## config.mk

```make
export PLATFORM = sky130hd
export DESIGN_NAME = membus_responder
export DESIGN_NICKNAME = d
export VERILOG_FILES = /design/src/rtl/membus_pkg.sv /design/src/rtl/membus_arbiter.sv /design/src/rtl/membus_responder.sv
export SDC_FILE = /design/constraint.sdc
export NUM_CORES = 1
export LEC_CHECK = 0
export BUFFER_PORTS_ARGS = -buffer_cell sky130_fd_sc_hd__buf_2
export CAP_MARGIN = 20
export CORE_UTILIZATION = 50
export CTS_CLUSTER_DIAMETER = 50
export CTS_CLUSTER_SIZE = 28
export DETAILED_ROUTE_END_ITERATION = 7
export PLACE_DENSITY = 0.91
export SYNTH_ARGS = -nofsm -noshare
export SYNTH_HDL_FRONTEND = slang
export SYNTH_SLANG_ARGS = --single-unit
```

## constraint.sdc

```tcl
create_clock -name clk_i -period 3.2 [get_ports clk_i]
set_clock_uncertainty 0.1 [all_clocks]
set_input_delay 0.32 -clock clk_i [delete_from_list [all_inputs] [get_ports clk_i]]
set_output_delay 0.32 -clock clk_i [all_outputs]
set_load 0.01 [all_outputs]
```

## src/rtl/membus_pkg.sv

```systemverilog
// Shared types and defaults for the MMU bypass-path SRAM responder.
package membus_pkg;

    typedef enum logic [1:0] {
        ST_IDLE   = 2'd0,
        ST_ACCESS = 2'd1,
        ST_RESP   = 2'd2
    } state_t;

    typedef enum logic {
        GNT_I = 1'b0,
        GNT_D = 1'b1
    } grant_t;

    localparam int DEF_MEM_AW      = 20;
    localparam int DEF_WAIT_STATES = 2;

endpackage

```

## src/rtl/membus_arbiter.sv

```systemverilog
// Picks the instruction or data side for the next SRAM access.
// MEMBUS_RR_EN selects round-robin; otherwise data has fixed priority.
module membus_arbiter (
`ifdef MEMBUS_RR_EN
    input  logic clk,
    input  logic srst,
    input  logic take,
`endif
    input  logic ireq,
    input  logic dreq,
    output logic any_req,
    output logic gnt_d
);

    assign any_req = ireq | dreq;

`ifdef MEMBUS_RR_EN
    // Reset state means "instruction side was served last", so data wins the first tie.
    logic last_d_reg;

    always_ff @(posedge clk) begin
        if (srst) begin
            last_d_reg <= 1'b0;
        end else if (take) begin
            last_d_reg <= gnt_d;
        end
    end

    assign gnt_d = dreq & (~ireq | ~last_d_reg);
`else
    assign gnt_d = dreq;
`endif

endmodule

```

## src/rtl/membus_responder.sv

```systemverilog
// Arbitrates MMU ifetch/data bypass requests onto one synchronous SRAM port with wait states.
// Define MEMBUS_RR_EN for round-robin arbitration instead of data-over-instruction priority.
module membus_responder
    import membus_pkg::*;
#(
    parameter int MEM_AW      = DEF_MEM_AW,
    parameter int WAIT_STATES = DEF_WAIT_STATES
) (
    input  logic              clk_i,
    input  logic              rst_i,
    input  logic              ireq_i,
    input  logic [31:0]       iaddr_i,
    output logic              iready_o,
    output logic [31:0]       idata_o,
    input  logic              dreq_i,
    input  logic [31:0]       daddr_i,
    input  logic              dwr_i,
    input  logic [3:0]        dbytesel_i,
    input  logic [31:0]       dwdata_i,
    output logic              dready_o,
    output logic [31:0]       drdata_o,
    output logic              mem_ce_o,
    output logic              mem_we_o,
    output logic [3:0]        mem_be_o,
    output logic [MEM_AW-1:0] mem_addr_o,
    output logic [31:0]       mem_wdata_o,
    input  logic [31:0]       mem_rdata_i
);

    localparam logic [3:0] WAIT_LOAD = 4'(WAIT_STATES);

    state_t     state_reg;
    logic [3:0] wait_reg;
    grant_t     gnt_reg;
    logic       wr_reg;
    logic       any_req;
    logic       gnt_d;
    logic [3:0] dbe_next;
    logic       unused_addr_bits;

    // Address bits above the SRAM window alias; byte offset is not used by a word SRAM.
    assign unused_addr_bits = ^{iaddr_i[31:MEM_AW+2], iaddr_i[1:0],
                                daddr_i[31:MEM_AW+2], daddr_i[1:0]};

    genvar gi;
    generate
        for (gi = 0; gi < 4; gi++) begin : g_be
            assign dbe_next[gi] = ~dwr_i | dbytesel_i[gi];
        end
    endgenerate

`ifdef MEMBUS_RR_EN
    logic take;
    assign take = (state_reg == ST_IDLE) && any_req;
`endif

    membus_arbiter u_arb (
`ifdef MEMBUS_RR_EN
        .clk     (clk_i),
        .srst    (rst_i),
        .take    (take),
`endif
        .ireq    (ireq_i),
        .dreq    (dreq_i),
        .any_req (any_req),
        .gnt_d   (gnt_d)
    );

    always_ff @(posedge clk_i) begin
        if (rst_i) begin
            state_reg   <= ST_IDLE;
            wait_reg    <= 4'd0;
            gnt_reg     <= GNT_I;
            wr_reg      <= 1'b0;
            iready_o    <= 1'b0;
            idata_o     <= 32'd0;
            dready_o    <= 1'b0;
            drdata_o    <= 32'd0;
            mem_ce_o    <= 1'b0;
            mem_we_o    <= 1'b0;
            mem_be_o    <= 4'd0;
            mem_addr_o  <= '0;
            mem_wdata_o <= 32'd0;
        end else begin
            case (state_reg)
                ST_IDLE: begin
                    if (any_req) begin
                        state_reg <= ST_ACCESS;
                        wait_reg  <= WAIT_LOAD;
                        mem_ce_o  <= 1'b1;
                        if (gnt_d) begin
                            gnt_reg     <= GNT_D;
                            wr_reg      <= dwr_i;
                            mem_we_o    <= dwr_i;
                            mem_be_o    <= dbe_next;
                            mem_addr_o  <= daddr_i[MEM_AW+1:2];
                            mem_wdata_o <= dwdata_i;
                        end else begin
                            gnt_reg    <= GNT_I;
                            wr_reg     <= 1'b0;
                            mem_we_o   <= 1'b0;
                            mem_be_o   <= 4'hF;
                            mem_addr_o <= iaddr_i[MEM_AW+1:2];
                        end
                    end
                end
                ST_ACCESS: begin
                    if (wait_reg == 4'd0) begin
                        state_reg <= ST_RESP;
                        mem_ce_o  <= 1'b0;
                        mem_we_o  <= 1'b0;
                        if (gnt_reg == GNT_D) begin
                            dready_o <= 1'b1;
                            if (!wr_reg) begin
                                drdata_o <= mem_rdata_i;
                            end
                        end else begin
                            iready_o <= 1'b1;
                            idata_o  <= mem_rdata_i;
                        end
                    end else begin
                        wait_reg <= wait_reg - 4'd1;
                    end
                end
                ST_RESP: begin
                    // Requester still holds the old request here; it is deliberately not sampled.
                    iready_o  <= 1'b0;
                    dready_o  <= 1'b0;
                    state_reg <= ST_IDLE;
                end
                default: begin
                    state_reg <= ST_IDLE;
                end
            endcase
        end
    end

endmodule

```

---- Word level (Yosys, flattened, before mapping) ----
Cells that the tools add are included.
word-level totals
  bits in registers ....................... 132
  bits of input ports ..................... 137
  output and inout bits ................... 124
  word-level logic and storage cells ...... 63
cells by class
  $add $sub $neg .......................... 1
  equality and inequality tests ........... 7
  muxes and demuxes ....................... 21
  bitwise operators ....................... 8
  reduce and logical (&&, ||, !) cells .... 13
operator list
  operator                                              count
  2-to-1 mux 20 bit                                     1
  AND reduction 3 bit                                   6
  2-to-1 mux 4 bit                                      3
  != test 2 bit (second input constant)                 5
  2-to-1 mux 1 bit                                      9
  case mux 1 bit (2 select lines)                       4
  case mux 4 bit (2 select lines)                       1
  bitwise OR 1 bit                                      5
  zero test 4 bit                                       1
  2-to-1 mux 2 bit                                      2
  case mux 2 bit (2 select lines)                       1
  AND reduction 2 bit                                   2
  AND reduction 4 bit                                   1
  nonzero test 2 bit                                    2
  subtractor 4 x 1 -> 4 bit (second input constant)     1
  NOT 1 bit                                             3
  equality test 2 x 1 -> 1 bit (second input constant)  1
  equality test 2 bit (second input constant)           1
  zero test 2 bit                                       1

---- Longest topological paths before layout ----
Gate-level depths: netlist of run 1.
  depth in word-level cells ............... 3
  depth in mapped cells ................... 7
  depth with buffers taken out ............ 5

---- Cells and area by module ----
A second synthesis of run 1 with hierarchy kept.
second synthesis, totals
  cell total of the unflattened synthesis .. 599
  area, all modules ....................... 5177.5 µm²
modules (own cells, without submodules)
  module            times used  cells each  area each (µm²)  sequential area each (µm²)
  membus_responder  1           597         5163.7           2642.5
  membus_arbiter    1           2           13.8             0.0

---- Worst setup path after synthesis of run 1 ----
OpenSTA, ideal clock, no wires.
  kind .................................... register -> register
  start ................................... register state_reg[0]
  end ..................................... register drdata_o[12]
  setup time .............................. 0.120 ns
  data arrival time ....................... 1.759 ns
  required time ........................... 2.980 ns
  path slack .............................. 1.222 ns
  cell stages (with the launch flop) ...... 7
  path buffers ............................ 3
  period minus slack after synthesis ...... 1.978 ns
  cells stage by stage .................... dfxtp_1 > or3b_1 > buf_4 > or4_4 > buf_6 > buf_6 > mux2i_1
between the ends
  longest elaborated chain between the ends .. 2
ends and longest elaborated chain
  item                           RTL line                 RTL
  from (decl)                    membus_responder.sv:32   state_t state_reg;
  from (signal assigned)         membus_responder.sv:71   state_reg <= ST_IDLE;
  from (signal assigned)         membus_responder.sv:88   state_reg <= ST_ACCESS;
  from (signal assigned)         membus_responder.sv:109  state_reg <= ST_RESP;
  equality test 2 x 1 -> 1 bit   membus_responder.sv:85   case (state_reg)
  AND reduction 4 bit (no line)  -
  to (signal assigned)           membus_responder.sv:115  drdata_o <= mem_rdata_i;
  to (decl)                      membus_responder.sv:21   output logic [31:0] drdata_o,
No other way between the ends.
A chain may end at the register's enable or synchronous reset.

---- Worst setup path after layout of run 1 ----
  start ................................... register state_reg[0]
  end ..................................... register drdata_o[15]
Same word-level chain as after synthesis.

==> summary.md, run 1 <==
| Metric | Value |
|---|---|
| Outcome | complete, no violations |
| TritonCTS clock tree | yes |
| P&R area growth vs syn | 44.4% |
| Placed cell area | around 6600 um2 |
| Setup slack at placement | 0.934 ns |
| Number of enable-type register cells in the synthesized netlist | 0 |
| Fraction of final layout cells with drive strength greater than 1 | 0.336 |
| Crit end category | flip-flop |
| Floorplan die area | 11100 um2 |
| Slew at the pin with the worst max-slew slack | between 0.7 and 0.8 ns |
| Y dimension of the die | 105 um |
| Pin count of the biggest net entering global routing | 80 |
| Number of endpoints failing setup at the final stage | 0 |
| Post-synthesis instance total | about 550 |
| Critical path data required time | 3.46 ns |
| Starting density of the core | 0.517 |
| Clock Tree Root | sky130_fd_sc_hd__clkbuf_8 |
| Number of buffers added by the clock tree synthesis step | 17 |
| Std-Cell Core Area | around 10000 um2 |
| Number of antenna cells inserted | 0 |
| Worst Setup Slack, final | about 0.9 ns |
| All-layer global routing usage | 0.269 |
| Kind of start point of the critical path | flip-flop |
| Part of the Yosys area used for sequential elements | 0.495 |
| Antenna violations before repair | 0 |
| Fin area | about 7700 um2 |
| Number of buffers on the longest clock path | 2 |
| Worst Setup Path Type | reg2reg |
| Critical Path Slowest Stage Cell | sky130_fd_sc_hd__or4_4 |
| Wire length per cell | 15.2 um |
| Die boundary width | around 110 um |
| Final GP Congestion | around 0.74 |
| IR drop worst, VDD | between 300 and 400 uV |
| Detailed-placement wirelength estimate | 8650 um |
| Pwr per Cell Area | slightly below 600 nW/um2 |
| Top_reg_cell synth | sky130_fd_sc_hd__dfxtp_1 |
| Arrival @ worst endpoint | between 2 and 3 ns |
| Number of top-level pins | roughly 260 |
| Nets in the synthesized netlist | 692 |
| Max-Cap Viols | 0 |
| Number of fill cells in the layout | 678 |
| Clock network latency to the later pin of the worst-skew pair | slightly below 0.5 ns |
| Total of cells resized after clock tree synthesis | 0 |
| Router iterations before antenna repair | 5 |
| Level count of the clock H-tree | 4 |
| Minimum clock period | between 2 and 2.5 ns |
| Number of buffers inserted by port buffering | around 240 |
| Netlist Area Pre-Place | ~5300 um2 |
| Final count of pins violating max slew | 0 |
| Clock edge transition at the registers on the reported setup and hold paths | about 0.06 ns |
| Registers with the most flip-flops | drdata_o: 32 flops, idata_o: 32 flops, mem_wdata_o: 32 flops |
| DR iter-0 viols | roughly 290 |
| Count of distinct cell types in the synthesized netlist | 33 |
| Core Rows | 37 |
| Nets@finish | between 900 and 1000 |
| Cell-by-cell listing of the critical path | or3b_1 > or4_4 > mux2i_1 |
| Final Routed Wirelength | about 15000 um |
| DRT antenna net count | 0 |
| FF+latch count, synth | about 130 |
| Total of warnings raised by yosys | 0 |
| Vias post-DR | about 5000 |
| Final Instance Count excl. Fillers | a little under 1000 |
| Tightest Hold Check Type | in2reg |
| Number of global-route vias before repair | roughly 5000 |
| Number of remaining DRC errors | 0 |
| Final TNS setup | 0 ns |
| Final Total Pwr | between 4 and 5 mW |
| Share of the clock period used by the worst path | 0.718 |
| Achievable frequency | approximately 440 MHz |
| Synth Area per Inst | 9.65 um2 |
| Crit-path max FO | 24 |
| Proportion of synthesized flip-flops having asynchronous set or reset | 0 |
| Inst Count DP | a little under 900 |
| Final count of hold timing violations | 0 |
| Delay of the slowest cell on the worst path | ~0.8 ns |
| Relative slew slack | 0.473 |
| Final core occ | 0.746 |
| Global-route wire length before repair | about 24000 um |
| Smallest hold slack | 0.0262 ns |
| RSZ-0062 raised after global routing | false |
| Overflow after GRT | 0 |
| Vias per std cell | around 5.1 |
| Clock Sinks | about 130 |
| P_leak | between 3 and 4 nW |
[path summary, 6_finish.rpt]
kind	from	to	slack, ns	cells past startpoint
worst max-delay path	state_reg[0]	drdata_o[15]	0.90	3
worst min-delay path	mem_rdata_i[26]	drdata_o[26]	0.03	3
worst max register to register	state_reg[0]	drdata_o[15]	0.90	3
worst min register to register	mem_wdata_o[31]	mem_wdata_o[31]	0.35	2
[where the power goes]
part | switching (mW) | internal (mW)
Sequential | 0.0754 | 1.78
Combinational | 0.427 | 0.353
Clock | 0.697 | 1.21
[repair_timing]
action	CTS	global route
buffers inserted	0	0
endpoints found under the hold margin	67	0
hold buffers	56	0
[synthesized netlist by cell type, types with 6 or more instances]
library cell | instances | area (um2)
sky130_fd_sc_hd__mux2i_1 | 84 | 841
sky130_fd_sc_hd__dfxtp_1 | 132 | 2640
sky130_fd_sc_hd__nand2_1 | 65 | 244
sky130_fd_sc_hd__nand2b_1 | 98 | 613
sky130_fd_sc_hd__a211oi_1 | 23 | 173
sky130_fd_sc_hd__nor2_1 | 10 | 37.5
sky130_fd_sc_hd__a21oi_1 | 62 | 310
sky130_fd_sc_hd__nor3_1 | 6 | 30.0
sky130_fd_sc_hd__clkbuf_1 | 37 | 139
[cell type report]
cell class                      instances  area, um2  area share
Tap cell                              136        170      0.0221
Inverter                                3       11.3     0.00146
Multi-Input combinational cell        375       2500       0.324
Timing Repair Buffer                  299       1800       0.233
Clock inverter                         12        155      0.0201
Sequential cell                       132       2640       0.343
Clock buffer                           19        432      0.0560
[layer usage]
| layer | routed length [um] | GRT usage | vias up |
|---|---|---|---|
| li1 | - | - | 2429 |
| met2 | 7320 | 0.468 | 219 |
| met1 | 6000 | 0.301 | 2297 |
| met5 | 0 | 0 | - |
| met4 | 495 | 0.140 | 0 |
| met3 | 1070 | 0.0730 | 36 |
[layout by cell type (no fill, tap or decap), types with 2 or more instances in the layout]
cell type and count:
sky130_fd_sc_hd__buf_2 235, sky130_fd_sc_hd__dfxtp_1 132, sky130_fd_sc_hd__nand2b_1 98, sky130_fd_sc_hd__mux2i_1 84, sky130_fd_sc_hd__nand2_1 65, sky130_fd_sc_hd__a21oi_1 62, sky130_fd_sc_hd__dlygate4sd3_1 56, sky130_fd_sc_hd__a211oi_1 23
sky130_fd_sc_hd__clkbuf_16 16, sky130_fd_sc_hd__nor2_1 10, sky130_fd_sc_hd__buf_4 8, sky130_fd_sc_hd__nor3_1 6, sky130_fd_sc_hd__inv_1 3, sky130_fd_sc_hd__o21ai_0 3, sky130_fd_sc_hd__bufinv_16 3, sky130_fd_sc_hd__clkinv_2 3
sky130_fd_sc_hd__or2_2 2, sky130_fd_sc_hd__nor2b_1 2, sky130_fd_sc_hd__nand4b_1 2, sky130_fd_sc_hd__ha_1 2, sky130_fd_sc_hd__clkbuf_8 2, sky130_fd_sc_hd__clkinv_4 2, sky130_fd_sc_hd__clkinvlp_4 2, sky130_fd_sc_hd__inv_6 2
[kinds of logic after synthesis]
group           after synthesis  synth area share
compound gates               95             0.105
simple gates                193             0.197
mux                          85             0.160
buf+inv                      46            0.0387
flops                       132             0.495
fa+ha+maj                     2           0.00469
[critical path: cells and delay by family (launching register included)]
family | cells | cell delay [ns]
mux | 1 | 0.21
flops | 1 | 0.45
simple gates | 2 | 1.38
Note: power is estimated with default switching activity, not from simulation.
==> run 2: changes to the inputs <==
CORE_UTILIZATION = 42   (was 50)
PLACE_DENSITY = 0.82   (was 0.91)
clock period = 2.1 ns   (was 3.2 ns; I/O delays follow)
==> summary.md, run 2 (same netlist as run 1, synthesis figures left out) <==
| Metric | Value |
|---|---|
| Outcome | complete, no violations |
| Global-route wire length before repair | 24700 um (+3.9%) |
| Final GP Congestion | 0.743 (+0.79%) |
| Clock edge transition at the registers on the reported setup and hold paths | 0.06 ns (about the same) |
| Psw | 1.84 mW (+53%) |
| Minimum clock period | 1.95 ns (-0.352 ns) |
| Antenna violations before repair | 0 (unchanged) |
| RSZ-0062 raised after global routing | false |
| Clock Sinks | 132 (unchanged) |
| Crit end category | flip-flop |
| DR iter-0 viols | 392 (+33%) |
| Final TNS setup | 0 ns (unchanged) |
| Multi-input logic area | 2500 um2 (unchanged) |
| Nets@finish | 982 (+1.6%) |
| Worst Setup Path Type | reg2reg |
| Pwr per Cell Area | 921 nW/um2 (+56%) |
| Number of buffers on the longest clock path | 2 (unchanged) |
| Critical path data required time | 2.27 ns (-1.19 ns) |
| Registers with the most flip-flops | drdata_o: 32 flops, idata_o: 32 flops, mem_wdata_o: 32 flops |
| Critical Path Slowest Stage Cell | sky130_fd_sc_hd__or3_1 |
| Floorplan die area | 13200 um2 (+19%) |
| Share of total power in combinational logic | 0.171 (about the same) |
| Final count of pins violating max slew | 0 (unchanged) |
| Portion of total power attributed to sequential cells | 0.385 (-0.024) |
| Number of buffers added by the clock tree synthesis step | 17 (unchanged) |
| Number of remaining DRC errors | 0 (unchanged) |
| Final Routed Wirelength | 15800 um (+6.1%) |
| Number of buffers inserted by port buffering | 236 (unchanged) |
| Number of antenna cells inserted | 0 (unchanged) |
| Crit-path max FO | 9 (-63%) |
| Share of the clock period used by the worst path | 0.927 (+0.209) |
| Total internal power | 5.50 mW (+65%) |
| Vias post-DR | 5073 (+1.8%) |
| Wire length per cell | 15.4 um (+1.2%) |
| Number of endpoints failing setup at the final stage | 0 (unchanged) |
| Critical hold path startpoint | mem_rdata_i[20] |
| Router iterations before antenna repair | 4 (-1) |
| Level count of the clock H-tree | 4 (unchanged) |
| Final count of hold timing violations | 0 (unchanged) |
| Reg2reg path depth | 4 (+1) |
| Core Rows | 40 (+8.1%) |
| P_leak | 3.83 nW (+2.9%) |
| Max-Cap Viols | 0 (unchanged) |
| Arrival @ worst endpoint | 2.11 ns (-0.44 ns) |
| Endpoint with the worst hold slack | idata_o[20] |
| Switching power as a share of total power | 0.250 (-0.0140) |
| Number of global-route vias before repair | 5025 (+0.74%) |
| Fraction of final layout cells with drive strength greater than 1 | 0.336 (+0.000734) |
| Setup repair bufs after CTS | 0 (unchanged) |
| Reg2reg end | idata_o[5] |
| All-layer global routing usage | 0.245 (-0.0244) |
| Most common library cell in the layout ignoring fill and taps | sky130_fd_sc_hd__buf_2 |
| Die boundary width | 115 um (+8.9%) |
| Achievable frequency | 514 MHz (+18%) |
| Number of fill cells in the layout | 935 (+38%) |
| Vias per std cell | 4.95 (-2.9%) |
| Post-cts hold buffer count | 63 (+13%) |
| Register-to-register setup slack | 0.15 ns (-0.75 ns) |
| Pin count of the biggest net entering global routing | 70 (-13%) |
| Number of top-level pins | 261 (unchanged) |
| Leading cell types in the layout, fill and taps excluded | sky130_fd_sc_hd__buf_2, sky130_fd_sc_hd__dfxtp_1, sky130_fd_sc_hd__nand2b_1 |
| Total of cells resized after clock tree synthesis | 0 (unchanged) |
| Y dimension of the die | 115 um (+8.9%) |
| Clock network latency to the later pin of the worst-skew pair | 0.41 ns (-0.08 ns) |
| Overflow after GRT | 0 (unchanged) |
| Clock network fraction of total power | 0.444 (+0.025) |
| Kind of start point of the critical path | flip-flop |
| Total area of sequential cells | 2640 um2 (unchanged) |
| Relative slew slack | 0.519 (+0.0464) |
| Cell count of the worst hold path | 3 (unchanged) |
| Placed cell area | 6680 um2 (+1.9%) |
| Fin area | 7970 um2 (+3.4%) |
| DRT antenna net count | 0 (unchanged) |
| P&R area growth vs syn | 49.3% |
| FF-to-FF Start | wait_reg[2] |
| Tightest Hold Check Type | in2reg |
| Slew at the pin with the worst max-slew slack | 0.722 ns (-0.0637 ns) |
| Clock Tree Root | sky130_fd_sc_hd__clkbuf_16 |
| IR drop worst, VDD | 617 uV (+64%) |
| Std-Cell Core Area | 12200 um2 (+18%) |
| Delay of the slowest cell on the worst path | 0.59 ns (-0.21 ns) |
| Starting density of the core | 0.437 (-0.0799) |
| Detailed-placement wirelength estimate | 8980 um (+3.8%) |
| Cell-by-cell listing of the critical path | or3b_1 > buf_4 > or3_1 > mux2i_1 |
| TritonCTS clock tree | yes |
## run 2: per-layer routing
layer / wire (um) / vias to the layer above / share of wire / global-route usage
li1: - / 2456 / - / -
met2: 7760 / 223 / 0.49 / 0.430
met4: 402 / 0 / 0.025 / 0.115
met5: 0 / - / 0 / 0
met1: 6420 / 2358 / 0.41 / 0.266
met3: 1210 / 36 / 0.077 / 0.0847
## run 2: power by group through the flow
stage / clock (mW) / combinational (mW) / sequential [mW]
after floorplan: 0 / 0.579 / 2.96
after global placement: 0 / 1.12 / 2.86
after detailed placement: 0 / 1.13 / 2.87
after CTS: 3.31 / 1.23 / 2.82
after global routing: 3.43 / 1.36 / 2.84
final: 3.26 / 1.25 / 2.82
## run 2: final cells by class
class	count	share of cell area
Tap cell	168	0.0264
Timing Repair Buffer	314	0.245
Multi-Input combinational cell	375	0.314
Clock buffer	24	0.0605
Clock inverter	8	0.0215
Inverter	3	0.00141
Sequential cell	132	0.332
## run 2: worst max-delay path by stage
stage / from / endpoint / depth (start not counted)
3_5_place_dp: wait_reg[2] / idata_o[5] / 4
2_1_floorplan: state_reg[0] / drdata_o[12] / 6
3_3_place_gp: wait_reg[2] / idata_o[1] / 4
6_report: wait_reg[2] / idata_o[5] / 4
4_1_cts: wait_reg[2] / idata_o[5] / 4
5_1_grt: wait_reg[2] / idata_o[0] / 4
## run 2: per-stage QoR
step / hold WS (ns) / worst slack [ns] / cells / util / total power [mW]
3_3_place_gp: 0.338 / 0.184 / 929 / 0.547 / 3.98
2_1_floorplan: 0.246 / 0.122 / 553 / - / 3.54
3_5_place_dp: 0.345 / 0.155 / 929 / 0.547 / 4.00
4_1_cts: 0.00712 / 0.135 / 1024 / 0.652 / 7.36
5_1_grt: 0.0264 / 0.0628 / 1024 / 0.652 / 7.64
6_report: 0.0274 / 0.154 / 1024 / 0.652 / 7.33
## run 2: critical path: cells and delay by family (launching register included)
| family | cells | cell delay, ns |
|---|---|---|
| DFF | 1 | 0.33 |
| buffers and inverters | 1 | 0.18 |
| and+or+nand+nor | 2 | 0.99 |
| muxes | 1 | 0.21 |
